<file path="src/rtl/pulse_bank.sv">
// Bank of independent pulse channels driven by a shared quarter/half-frame sequencer.
// Each channel has a duty sequencer, length counter and decay envelope; volumes are summed.
module pulse_bank #(
  parameter int NUM_CH  = 4,
  parameter int TIMER_W = 11,
  parameter int QFR_DIV = 20,
  localparam int AW    = $clog2(NUM_CH) + 2,
  localparam int OUT_W = 4 + $clog2(NUM_CH)
) (
  input  logic                clk,
  input  logic                rst_n,
  input  logic                wr_en,
  input  logic [AW-1:0]       wr_addr,
  input  logic [7:0]          wr_data,
  output logic [4*NUM_CH-1:0] ch_out,
  output logic [OUT_W-1:0]    mix_out,
  output logic                qfr_tick,
  output logic                hfr_tick
);

  localparam int DIV_W = (QFR_DIV > 1) ? $clog2(QFR_DIV) : 1;

  logic [DIV_W-1:0] div_reg;
  logic             hfr_phase_reg;
  logic             qfr_tick_reg;
  logic             hfr_tick_reg;

  always_ff @(posedge clk or negedge rst_n) begin
    if (!rst_n) begin
      div_reg       <= '0;
      hfr_phase_reg <= 1'b0;
      qfr_tick_reg  <= 1'b0;
      hfr_tick_reg  <= 1'b0;
    end else if (div_reg == DIV_W'(QFR_DIV - 1)) begin
      // Half-frame rides on every second quarter-frame, starting with the second.
      div_reg       <= '0;
      qfr_tick_reg  <= 1'b1;
      hfr_tick_reg  <= hfr_phase_reg;
      hfr_phase_reg <= ~hfr_phase_reg;
    end else begin
      div_reg       <= div_reg + DIV_W'(1);
      qfr_tick_reg  <= 1'b0;
      hfr_tick_reg  <= 1'b0;
    end
  end

  assign qfr_tick = qfr_tick_reg;
  assign hfr_tick = hfr_tick_reg;

  logic [AW-1:0] wr_ch;
  logic [3:0]    ch_vol [NUM_CH];

  assign wr_ch = wr_addr >> 2;

  for (genvar gi = 0; gi < NUM_CH; gi++) begin : g_ch
    logic [7:0]         bank_reg [4];
    logic [TIMER_W-1:0] timer_reg;
    logic [2:0]         step_reg;
    logic [6:0]         length_reg;
    logic               start_reg;
    logic [3:0]         decay_reg;
    logic [3:0]         env_div_reg;

    logic               wr_hit;
    logic               wr_len;
    logic [1:0]         duty;
    logic               halt_loop;
    logic               const_vol;
    logic [3:0]         vol;
    logic               enable;
    logic [TIMER_W-1:0] period;
    logic [7:0]         duty_pat;
    logic               seq_bit;
    logic               unused_bits;

    assign wr_hit      = wr_en && (wr_ch == AW'(gi));
    assign wr_len      = wr_hit && (wr_addr[1:0] == 2'd3);
    assign duty        = bank_reg[0][7:6];
    assign halt_loop   = bank_reg[0][5];
    assign const_vol   = bank_reg[0][4];
    assign vol         = bank_reg[0][3:0];
    assign enable      = bank_reg[1][0];
    assign period      = {bank_reg[3][TIMER_W-9:0], bank_reg[2]};
    assign unused_bits = ^bank_reg[1][7:1];

    // Bit n of the pattern is the output of sequencer step n.
    always_comb begin
      duty_pat = 8'b0000_0010;
      case (duty)
        2'd0: duty_pat = 8'b0000_0010;
        2'd1: duty_pat = 8'b0000_0110;
        2'd2: duty_pat = 8'b0001_1110;
        2'd3: duty_pat = 8'b1111_1001;
        default: duty_pat = 8'b0000_0010;
      endcase
    end

    assign seq_bit = duty_pat[step_reg];

    assign ch_vol[gi] = (enable && (length_reg != 7'd0) && (period >= TIMER_W'(8)) && seq_bit)
                        ? (const_vol ? vol : decay_reg) : 4'd0;

    always_ff @(posedge clk or negedge rst_n) begin
      if (!rst_n) begin
        for (int i = 0; i < 4; i++) begin
          bank_reg[i] <= '0;
        end
        timer_reg   <= '0;
        step_reg    <= '0;
        length_reg  <= '0;
        start_reg   <= 1'b0;
        decay_reg   <= '0;
        env_div_reg <= '0;
      end else begin
        if (wr_hit) begin
          bank_reg[wr_addr[1:0]] <= wr_data;
        end

        // Reload reads the period before any write landing on this edge.
        if (timer_reg == '0) begin
          timer_reg <= period;
          step_reg  <= step_reg + 3'd1;
        end else begin
          timer_reg <= timer_reg - TIMER_W'(1);
        end

        if (wr_len) begin
          step_reg   <= 3'd0;
          length_reg <= {1'b0, wr_data[7:3], 1'b0} + 7'd2;
        end else if (hfr_tick_reg && (length_reg != 7'd0) && !halt_loop) begin
          length_reg <= length_reg - 7'd1;
        end

        if (qfr_tick_reg) begin
          if (start_reg) begin
            decay_reg   <= 4'd15;
            env_div_reg <= vol;
            start_reg   <= 1'b0;
          end else if (env_div_reg == 4'd0) begin
            env_div_reg <= vol;
            if (decay_reg != 4'd0) begin
              decay_reg <= decay_reg - 4'd1;
            end else if (halt_loop) begin
              decay_reg <= 4'd15;
            end
          end else begin
            env_div_reg <= env_div_reg - 4'd1;
          end
        end

        if (wr_len) begin
          start_reg <= 1'b1;
        end
      end
    end
  end

  logic [4*NUM_CH-1:0] ch_out_next;
  logic [4*NUM_CH-1:0] ch_out_reg;
  logic [OUT_W-1:0]    mix_next;
  logic [OUT_W-1:0]    mix_out_reg;

  always_comb begin
    ch_out_next = '0;
    mix_next    = '0;
    for (int i = 0; i < NUM_CH; i++) begin
      ch_out_next[4*i +: 4] = ch_vol[i];
      mix_next              = mix_next + OUT_W'(ch_vol[i]);
    end
  end

  always_ff @(posedge clk or negedge rst_n) begin
    if (!rst_n) begin
      ch_out_reg  <= '0;
      mix_out_reg <= '0;
    end else begin
      ch_out_reg  <= ch_out_next;
      mix_out_reg <= mix_next;
    end
  end

  assign ch_out  = ch_out_reg;
  assign mix_out = mix_out_reg;

endmodule
</file>
<file path="config.mk">
export PLATFORM = sky130hd
export DESIGN_NAME = pulse_bank
export DESIGN_NICKNAME = d
export VERILOG_FILES = /design/src/rtl/pulse_bank.sv
export SDC_FILE = /design/constraint.sdc
export NUM_CORES = 1
export LEC_CHECK = 0
export CAP_MARGIN = 15
export CORE_MARGIN = 1
export CORE_UTILIZATION = 40
export DETAILED_ROUTE_END_ITERATION = 16
export PLACE_DENSITY = 0.52
export SETUP_SLACK_MARGIN = 0.2
export SYNTH_ARGS = -nofsm -noshare
export SYNTH_HDL_FRONTEND = slang
export SYNTH_SLANG_ARGS = --single-unit
</file>
<file path="constraint.sdc">
create_clock -name clk -period 8.6 [get_ports clk]
set_input_delay 1.72 -clock clk [delete_from_list [all_inputs] [get_ports clk]]
set_output_delay 1.72 -clock clk [all_outputs]
set_load 0.005 [all_outputs]
</file>
==> impl_results.md <==
* Layout area overhead at 14.4%
* Post-synth top cells: 230 x dfrtp_1, 120 x nor2_1, 83 x nand2_1, 78 x mux2_2, 76 x inv_1
* Clock power share at about 33%
* Area leader, netlist: dfrtp_1
* Final Hold Viols at 0
* DIE HEIGHT at between 150 and 200 microns
* # Max-Cap Violations at 0
* Critical path peak fanout at 7
* H-tree levels at 1
* Yosys reg bits at 230
* M2 GR Usage at 29.8%
* Primary FF master, synth: dfrtp_1
* Nets@finish at approximately 1,200
* Layout fillers at 2,692
* Power per cell area at 270 mW/mm^2
* Switch Pwr at around 1100 uW
* Clk Tree Root Cell: clkbuf_16
* Count of cell types in the netlist at 61
* Clk pin slew, worst setup/hold paths at 60 ps
* I/O pin cnt at 39
* Largest net degree at the start of global routing at between 150 and 200
* Post-Syn Area per Cell at 10.3 sq um
* Post-DP HPWL at between 15,000 and 20,000 microns
* Required @ worst endpoint at slightly above 9000 ps
* Setup crit end kind: flip-flop
* GPL Wtd Cong at 0.770
* R2R Setup Slk at 4640 ps
* Hold Path Class: flip-flop to flip-flop
* Hold path endpoint: hfr_phase_reg
* Fraction of registers with async set/reset at 100%
* Die area at 0.0298 sq mm
* Crit Path Category: flip-flop to flip-flop
* Leakage power at approximately 0.0058 uW
* Port bufs at 38
* Sequential area share after synthesis at between 40 and 50%
* WL final at about 27,000 microns
* Post-layout instance area at 0.0133 sq mm
* Clock latency on the worst-skew pair at between 500 and 600 ps
* Gr busiest metal: met2
* Yosys top cell area share at between 40% and 50%
* Post-Synthesis Net Count at between 1,000 and 1,500
* Clock sinks at 230
* Setup TNS at 0 ps
* Grt ovf at 0
* Met1 Use GR at 26.4%
* Placed Cells at 1,515
* Longest Clk Path Bufs at 3
* Fin. max-slew vios at 0
* CTS tree: built
* Ys Warns at 0
* Max reg flops at 80
* Initial Util at 40.7%
* Fmax at 253 MHz
* DR pass1 iterations at 4
* Launch point of the worst reg-to-reg path: g_ch[1].length_reg[0]
* Die width at about 170 microns
* Met3 GRT Util at 2.26%
* Layout cells sized above 1 at 11.7%
* EDFF count, synth at 0
* Row count at 62
* Number of global-route vias before repair at 8,082
* Cells after Synth at approximately 1,100
* Vias at 8,235
* CTS buffer count at 27
* Post-CTS sizing at 0
* Worst vdd ir at 179 uV
* Post-CTS Repair Setup Buffers at 0
* Most area-consuming cells after synthesis: dfrtp_1 49%, mux2_2 7.5%, ha_1 4.4%
* FF-to-FF path depth at 15
* Placed instance area at 0.0124 sq mm
* Cts hold-fix bufs at 0
* Critical R2R Capture: mix_out[5]
* Post-route clock skew at around 14 ps
* Final std cells w/o fill at 1,565
* Core area at between 0.02 and 0.03 sq mm
* Initial antenna violation count at 0
* Initial DRC count at 505
* WL/cell at 17.4 microns
* Arrival @ worst endpoint at 4430 ps
* CP Launch Type: flip-flop
* Status: finished clean
* Count leader, synth: dfrtp_1
* Vias per cell at between 5 and 6
* Slew HR at 29.8%
* Hold path cells at 1
* Worst hold start: hfr_phase_reg
* Power share of the combinational group at 22.7%
* Worst-margin pin slew at 1050 ps
* Post-route DRC violation count at 0
* Unrepaired setup endpoints after global routing: no
* Power Internal at 2490 uW
* Final Setup Violations at 0
* Period utilization at a little under half
* Clock period minus worst slack at just under 4000 ps
* First-pass GRT wire length at 44,300 microns
* GRT Total Usage at 18.5%
* Seq pwr share at 44.6%
* Sw frac at 30.5%
* Layout Utilization at ~47%
* DRT antenna net count at 0
* Post-Synthesis Cell Area at 0.0116 sq mm
## through the flow
step | hold slack (ps) | power (uW) | setup slack (ps)
2_1_floorplan | 433 | 2170 | 4840
3_5_place_dp | 454 | 2440 | 4640
4_1_cts | 465 | 3640 | 4630
3_3_place_gp | 448 | 2420 | 4680
5_1_grt | 477 | 3830 | 4420
6_report | 463 | 3590 | 4640
## logic make-up after synthesis
| group | share of synthesized area (%) |
|---|---|
| AO/OA/AOI/OAI | 10.1 |
| adder cells (fa/ha/maj) | 5.78 |
| flip-flops | 49.5 |
| buffers and inverters | 3.74 |
| multiplexers | 10.4 |
| AND/OR/NAND/NOR | 16.8 |
| XOR/XNOR | 3.76 |
## routing by layer
metal	part of all wire, %	vias to the layer above
met4	2.4	0
met5	0	-
met2	47	112
met3	3.0	35
met1	48	4060
li1	-	4028
## cell usage in the layout, fill, tap and decap left out, types with 4 or more instances in the layout
cell type        synthesis  final
fa_1                     8      8
or3_1                   14     14
nor4_1                  26     26
o211ai_1                 6      6
a21oi_1                 48     48
inv_1                   76     76
clkdlybuf4s50_1          0     37
xnor2_1                 34     34
clkbuf_16                0     27
mux2_2                  78     78
a21o_1                   6      6
a211o_1                  4      4
ha_1                    41     41
o21ai_0                 63     63
nand2b_1                12     12
a31oi_1                 10     10
nor3b_1                 10     10
dfrtp_1                230    230
or4_1                   24     24
clkbuf_8                 0      7
o21a_1                   7      7
nor3_1                  20     20
or2_2                    7      7
nor2_1                 120    120
nand2_1                 83     83
nand3b_1                12     12
o31ai_1                  9      9
nand3_1                 24     24
xor2_1                  16     16
mux2i_1                 27     27
nor2b_1                 16     16
clkinv_2                 0      4
clkbuf_1                33      8
o22ai_1                  5      5
## power by group through the flow
stage | Sequential (uW) | Clock (uW) | Combinational (uW)
after floorplan | 1540 | 0 | 626
after global placement | 1620 | 0 | 802
after detailed placement | 1620 | 0 | 819
after CTS | 1600 | 1210 | 826
after global routing | 1650 | 1250 | 933
final | 1600 | 1170 | 814
## critical path, cell delays in order (launching register included)
cell      delay [ps]
dfrtp_1          380
inv_1             60
ha_1             210
nor2b_1          150
and2_1           190
or3_1            470
or3_1            470
fa_1             560
inv_1             50
fa_1             500
ha_1             160
inv_1             50
fa_1             390
nor2b_1          120
o21ai_0           80
nand2b_1          70
## worst max-delay path by stage
stage	startpoint	to	slack (ps)	depth (start not counted)
4_1_cts	g_ch[1].length_reg[0]	mix_out[5]	4630	15
2_1_floorplan	g_ch[1].length_reg[0]	mix_out[5]	4840	16
6_report	g_ch[1].length_reg[0]	mix_out[5]	4640	15
3_3_place_gp	g_ch[1].length_reg[0]	mix_out[5]	4680	15
3_5_place_dp	g_ch[1].length_reg[0]	mix_out[5]	4640	15
5_1_grt	g_ch[1].length_reg[0]	mix_out[5]	4420	15
## layout make-up
cell class,count,area [sq um],share of cell area [%]
Sequential cell,230,5760,43.2
Inverter,76,285,2.14
Clock inverter,7,110,0.827
Clock buffer,42,802,6.03
Multi-Input combinational cell,783,5450,40.9
Antenna cell,1,2.50,0.0188
Tap cell,384,480,3.61
Timing Repair Buffer,42,428,3.21
Note: power is estimated with default switching activity, not from simulation.
